==> src/rtl/imem_loader.sv <==
// imem_loader: packs a big-endian byte stream into 32-bit words and writes them to the IM
// Optional feature: define IMEM_LOADER_CHECKSUM_EN to add o_checksum (mod-2^32 sum of written words)
module imem_loader #(
    parameter int          ADDR_BITS = 10,
    parameter logic [31:0] BASE_ADDR = 32'h0000_3000
) (
    input  logic               i_clk,
    input  logic               i_reset,
    input  logic               i_start,
    input  logic [ADDR_BITS:0] i_len_words,
    input  logic               i_byte_valid,
    input  logic [7:0]         i_byte_data,
    output logic               o_byte_ready,
    output logic               o_im_we,
    output logic [31:0]        o_im_addr,
    output logic [31:0]        o_im_wdata,
    output logic               o_busy,
    output logic               o_done,
`ifdef IMEM_LOADER_CHECKSUM_EN
    output logic [31:0]        o_checksum,
`endif
    output logic               o_len_err
);
    typedef enum logic [1:0] {S_IDLE, S_RECV, S_WRITE, S_DONE} state_t;
    localparam logic [ADDR_BITS:0] L_CAP = {1'b1, {ADDR_BITS{1'b0}}};
    state_t             r_state;
    logic [ADDR_BITS:0] r_len;
    logic [ADDR_BITS:0] r_word_cnt;
    logic [1:0]         r_byte_cnt;
    logic [31:0]        r_buf;
    logic               r_byte_ready;
    logic               r_im_we;
    logic [31:0]        r_im_addr;
    logic [31:0]        r_im_wdata;
    logic               r_busy;
    logic               r_done;
    logic               r_len_err;
    logic               w_start_ok;
    logic               w_xfer;
    logic [ADDR_BITS:0] w_len;
    logic [ADDR_BITS:0] w_word_nxt;
    logic [31:0]        w_addr;
    logic [31:0]        w_buf_nxt;
    assign w_start_ok   = i_start && (r_state == S_IDLE || r_state == S_DONE);
    assign w_xfer       = r_byte_ready && i_byte_valid;
    assign w_len        = (i_len_words > L_CAP) ? L_CAP : i_len_words;
    assign w_word_nxt   = r_word_cnt + (ADDR_BITS + 1)'(1);
    assign w_addr       = BASE_ADDR + 32'({r_word_cnt, 2'b00});
    assign w_buf_nxt    = {r_buf[23:0], i_byte_data};
    assign o_byte_ready = r_byte_ready;
    assign o_im_we      = r_im_we;
    assign o_im_addr    = r_im_addr;
    assign o_im_wdata   = r_im_wdata;
    assign o_busy       = r_busy;
    assign o_done       = r_done;
    assign o_len_err    = r_len_err;
    // Load sequencer: accepts start, packs four bytes per word, issues one write cycle per word
    always_ff @(posedge i_clk or posedge i_reset) begin
        if (i_reset) begin
            r_state      <= S_IDLE;
            r_len        <= '0;
            r_word_cnt   <= '0;
            r_byte_cnt   <= '0;
            r_buf        <= '0;
            r_byte_ready <= 1'b0;
            r_im_we      <= 1'b0;
            r_im_addr    <= BASE_ADDR;
            r_im_wdata   <= '0;
            r_busy       <= 1'b0;
            r_done       <= 1'b0;
            r_len_err    <= 1'b0;
        end else begin
            case (r_state)
                S_IDLE, S_DONE: begin
                    if (w_start_ok) begin
                        r_len      <= w_len;
                        r_len_err  <= i_len_words > L_CAP;
                        r_word_cnt <= '0;
                        r_byte_cnt <= '0;
                        if (w_len != '0) begin
                            r_state      <= S_RECV;
                            r_busy       <= 1'b1;
                            r_byte_ready <= 1'b1;
                            r_done       <= 1'b0;
                        end else begin
                            r_state <= S_DONE;
                            r_done  <= 1'b1;
                        end
                    end
                end
                S_RECV: begin
                    if (w_xfer) begin
                        r_buf      <= w_buf_nxt;
                        r_byte_cnt <= r_byte_cnt + 2'd1;
                        if (r_byte_cnt == 2'd3) begin
                            r_state      <= S_WRITE;
                            r_byte_ready <= 1'b0;
                            r_im_we      <= 1'b1;
                            r_im_wdata   <= w_buf_nxt;
                            r_im_addr    <= w_addr;
                        end
                    end
                end
                S_WRITE: begin
                    r_im_we    <= 1'b0;
                    r_word_cnt <= w_word_nxt;
                    r_byte_cnt <= '0;
                    if (w_word_nxt == r_len) begin
                        r_state <= S_DONE;
                        r_busy  <= 1'b0;
                        r_done  <= 1'b1;
                    end else begin
                        r_state      <= S_RECV;
                        r_byte_ready <= 1'b1;
                    end
                end
                default: r_state <= S_IDLE;
            endcase
        end
    end
`ifdef IMEM_LOADER_CHECKSUM_EN
    logic [31:0] r_checksum;
    assign o_checksum = r_checksum;
    // Running sum of written words, restarted by every accepted start
    always_ff @(posedge i_clk or posedge i_reset) begin
        if (i_reset) r_checksum <= '0;
        else if (w_start_ok) r_checksum <= '0;
        else if (r_state == S_WRITE) r_checksum <= r_checksum + r_im_wdata;
    end
`endif
endmodule

==> config.mk <==
export PLATFORM = sky130hd
export DESIGN_NAME = imem_loader
export DESIGN_NICKNAME = d
export VERILOG_FILES = /design/src/rtl/imem_loader.sv
export SDC_FILE = /design/constraint.sdc
export NUM_CORES = 1
export LEC_CHECK = 0
export ABC_AREA = 1
export CAP_MARGIN = 20
export CORE_ASPECT_RATIO = 0.5
export CORE_MARGIN = 5
export CORE_UTILIZATION = 55
export DETAILED_ROUTE_END_ITERATION = 7
export PLACE_DENSITY_LB_ADDON = 0.15
export SYNTH_ARGS = -nofsm -noshare
export SYNTH_HDL_FRONTEND = slang
export SYNTH_SLANG_ARGS = --single-unit
==> constraint.sdc <==
create_clock -name i_clk -period 5.05 [get_ports i_clk]
set_input_delay 0.505 -clock i_clk [delete_from_list [all_inputs] [get_ports i_clk]]
set_output_delay 0.505 -clock i_clk [all_outputs]
set_load 0.1 [all_outputs]
# After elaboration in Yosys (flattened, before gate mapping)
# Cells that the tools add are included.
# word_totals
ff_bits,119
input_bits,23
out_inout_bits,69
word_cells,72
# op_classes
n_addsub,3
order_cmp,1
eq_ne,11
mux,27
reduce_logical,18
# ops
op,n
$mux 11,2
$pmux 11 s2,1
$add 14x13->15 const A,1
$mux 2,7
$ne 2x2->1 const B,6
$pmux 2 s3,2
$reduce_and 3->1,4
$add 11x1->11 const B,1
$eq 11x11->1,1
$gt 11x11->1 const B,1
$mux 1,11
$reduce_bool 11->1,1
$reduce_and 2->1,4
$eq 2x2->1 const B,3
$pmux 1 s2,3
$reduce_and 5->1,1
$reduce_and 4->1,1
$reduce_bool 2->1,2
$pmux 1 s3,1
$add 2x1->2 const B,1
$eq 2x1->1 const B,1
$logic_and 1x1->1,2
$logic_not 2->1,1
$reduce_or 2->1,1
$logic_or 1x1->1,1

# Logic depth before layout (Yosys ltp)
# depth
word_depth,6
ltp_mapped,15
depth_no_buf,15

# Worst setup path after synthesis
# OpenSTA, ideal clock, no wires.
# synth_timing
path_kind,reg-to-reg
startpoint,"reg r_byte_ready, in the netlist o_byte_ready"
endpoint,"reg r_im_addr[10], in the netlist o_im_addr[10]"
setup_time_ns,0.134
arrival_time_ns,2.069
setup_slack_ns,2.848
path_stages_with_launch,10
n_path_buf,2
synth_period_minus_slack_ns,2.202
cell_sequence,dfrtp_1 nand2_1 nor2_4 inv_2 nor2_4 inv_2 buf_2 buf_2 nand2_1 o21ai_0
# synth_via
elab_chain_len,2
# synth_rtl
element,line,rtl
from (decl),31,logic r_byte_ready;
from (signal assigned),65,r_byte_ready <= 1'b0;
from (signal assigned),83,r_byte_ready <= 1'b1;
from (signal assigned),97,r_byte_ready <= 1'b0;
$logic_and 1x1->1,45,assign w_xfer = r_byte_ready && i_byte_valid;
$reduce_and 3->1 (no line),--,
to (signal assigned),100,r_im_addr <= w_addr;
to (decl),33,logic [31:0] r_im_addr;
# Every way passes these cells.
# A chain may end at the register's enable or synchronous reset.

# Final worst setup path
# layout_timing
startpoint,reg r_state[1]
endpoint,"reg r_im_wdata[9], in the netlist o_im_wdata[9]"
# layout_via
elab_chain_len,2
# layout_rtl
element,line,rtl
from (decl),26,state_t r_state;
from (signal assigned),60,r_state <= S_IDLE;
from (signal assigned),81,r_state <= S_RECV;
from (signal assigned),86,r_state <= S_DONE;
$eq 2x1->1,73,case (r_state)
$reduce_and 3->1 (no line),--,
to (signal assigned),99,r_im_wdata <= w_buf_nxt;
to (decl),34,logic [31:0] r_im_wdata;
# Every way passes these cells.

==> metrics.cfg <==
[cells_and_area]
fin_area_um2 = 5470
drive_gt1_share_pct = 5.94
fin_nets = 612
diodes = 0
area_delta_synth_final_pct = 23.8

[pwr]
p_sw_mw = 1.07
vdd_ir_drop_max_mv = 0.374
power_frac_comb_pct = 34.2
p_clk_share_pct = 25.3
p_seq_share_pct = 40.5
power.leakage_nw = 2.55
switching_share_pct = 39.7
powerDensity_nw_per_um2 = 494
p_int_mw = 1.63

[yosys]
synth.area.top_cells = dfrtp_1 56%, nand2_1 14%, o21ai_0 7.0%, inv_1 4.8%, buf_4 3.4%
synth_most_common_cell = nand2_1
ys.flop_type = dfrtp_1
synth.distinct_cells = 34
synth_seq_cells = 99
syn_area_um2 = 4420
yosys.area.top_type = dfrtp_1
seq_area_frac_synth_pct = 56.1
synth_common_cells = 162 x nand2_1, 98 x dfrtp_1, 62 x o21ai_0
synth_edf_count = 0
avgSynthCellArea_um2 = 8.56
synthArstFlopShare_pct = 100
synthCells = 516
yosysWarnings = 0
synth_top_area_share_pct = 55.5

[timing]
setup_viol = 0
rsz0062_at_grt = no
fin_setup_tns_ns = 0
layout_worst_path_cycle_share_pct = 56.0
fmax_ghz = 0.354
worst_clock_skew_ns = 0.00725
slew_headroom_pct = 32.7
finalHoldViolCount = 0
worstMarginPinSlew_ns = 1.01
period_needed_ns = 2.83
maxSlewViolCount = 0

[clock_tree]
htreeDepth = 3
hold_buffers = 0
worstSkewPairLatency_ns = 0.34
root_buffer = clkbuf_16
path_clk_slew_ns = 0.07
cts.sinks = 99
cts_buffers = 9
postCtsSetupBuffers = 0
postCtsResizedCells = 0
cts_tree = built
clockBufferDepth = 2

[worst_setup_path]
r2r_end = o_im_wdata[9]
critPathRequiredTime_ns = 5.25
cp_slowest_cell = nor2_4
path_buf_inv = 5
cp_top_family = simple AND/OR/NAND/NOR gates
startpoint_type = register
worstPathMaxFanout = 44
timing.rr.start = r_state[1]
crit_type = register to register
critical_path.startpoint = r_state[1]
slowest_delay_ns = 0.63
rrSetupSlack_ns = 2.22
crit_chain = inv_1 > ha_1 > inv_1 > nor2_4 > inv_2 > nor2_4 > inv_2 > buf_12 > nand2_1 > o21ai_0
setup.worst_path.end_class = register
worstPathArrival_ns = 3.03
rr_worst_depth = 10

[route]
wl_per_cell_um = 13.0
firstDrtPassIters = 5
dr.first_iter.drc_count = 209
via_per_inst = 4.91
vias = 3441
routed_wl_mm = 9.12
drc = 0
detail-route-antenna-nets = 0

[global_route]
grt_max_degree = 78
groute.usage.overall_pct = 19.7
grt_remaining_overflow = 0
grt_pass1_vias = 3358
grt_pass1_wl_mm = 15.6
grt_antenna_before_repair = 0

[hold_path]
hold_path.class = register to register
whs_endpoint = o_im_addr[13]
worstHoldStart = r_word_cnt[10]
whs_path_depth = 1

[die]
coreArea_um2 = 7910
ioPinCount = 92
dieArea_um2 = 10000
fp.dieW_um = 137
die_h_um = 73.4
fp-row-count = 23
initial_core_util_pct = 55.8

[placement]
gp_congestion = 0.835
dpl_cell_area_um2 = 5150
port_buffers = 72
dp_hpwl_mm = 6.53

[run]
cap_violations = 0

[outcome]
outcome = complete, no violations

[final cells by class]
cell class,instances,area [µm²]
multi-input cells,340,1570
clock inverters,7,75.1
repair buffers,75,756
flip-flops and latches,99,2480
inverters,59,224
clock buffers,9,225
fillers,654,2450
well taps,112,140
[worst max-delay path by stage]
| stage | to | slack (ns) | cells after the start |
|---|---|---|---|
| 4_1_cts | o_im_wdata[9] | 2.11 | 9 |
| 6_report | o_im_wdata[9] | 2.22 | 10 |
| 3_3_place_gp | o_im_addr[11] | 2.01 | 8 |
| 3_5_place_dp | o_im_wdata[13] | 1.92 | 7 |
| 2_1_floorplan | o_busy | 1.96 | 1 |
| 5_1_grt | o_im_wdata[9] | 1.80 | 10 |
[cell usage in the layout, fill, tap and decap left out, types with 2 or more instances in the layout]
master | netlist | layout
conb_1 | 1 | 19
inv_6 | 0 | 2
o22ai_1 | 7 | 7
inv_2 | 2 | 2
nand2_1 | 162 | 162
inv_1 | 57 | 56
nor2_4 | 3 | 3
clkdlybuf4s50_1 | 0 | 72
clkinv_2 | 0 | 2
nand4_1 | 2 | 2
a21oi_1 | 2 | 2
dfrtp_1 | 98 | 98
clkinv_4 | 0 | 2
nor2_1 | 17 | 17
buf_4 | 20 | 2
ha_1 | 5 | 5
nor2_2 | 4 | 4
o21ai_1 | 12 | 12
nand2_2 | 2 | 2
nor3_1 | 2 | 2
nand3_1 | 28 | 28
clkbuf_16 | 0 | 9
o21ai_0 | 62 | 62
[power groups by stage]
stage | sequential (mW) | combinational (mW) | clock, mW
after floorplan | 1.26 | 0.544 | 0
after detailed placement | 1.10 | 0.919 | 0
after global routing | 1.11 | 1.04 | 0.727
after CTS | 1.09 | 0.930 | 0.699
after global placement | 1.10 | 0.901 | 0
final | 1.09 | 0.924 | 0.683
[kinds of logic after synthesis]
| family | count (synthesis) | share of synthesized area (%) |
|---|---|---|
| adders and majority gates | 5 | 1.42 |
| other | 1 | 0.0849 |
| and+or+nand+nor | 225 | 21.3 |
| xor gates and xnor gates | 1 | 0.198 |
| buffers and inverters | 95 | 9.91 |
| muxes | 1 | 0.227 |
| AOI/OAI and AO/OA | 89 | 10.7 |
| DFF | 99 | 56.1 |
[sequential cells by signal (all words and copies together) (netlist names)]
name,cells
r_word_cnt,11
o_busy,1
o_done,1
r_byte_cnt,2
o_byte_ready,1
o_im_wdata,32
r_len,11
o_len_err,1
o_im_we,1
r_state,2
r_buf,24
o_im_addr,12
[metal layers]
metal / routed length (µm) / GRT usage [%]
met2: 4350 / 33.6
met4: 99 / 4.80
met3: 533 / 4.92
met1: 4140 / 25.8
met5: 0 / 0
[metrics by stage]
step	instances	utilization [%]	setup WS (ns)	hold WS [ns]	power [mW]
final	701	69.1	2.22	0.469	2.70
after global routing	701	69.1	1.80	0.501	2.88
after CTS	700	68.8	2.11	0.475	2.72
after detailed placement	684	65.0	1.92	0.457	2.02
after global placement	684	65.0	2.01	0.451	2.00
after floorplan	534	-	1.96	0.428	1.81
Note: power is estimated with default switching activity, not from simulation.
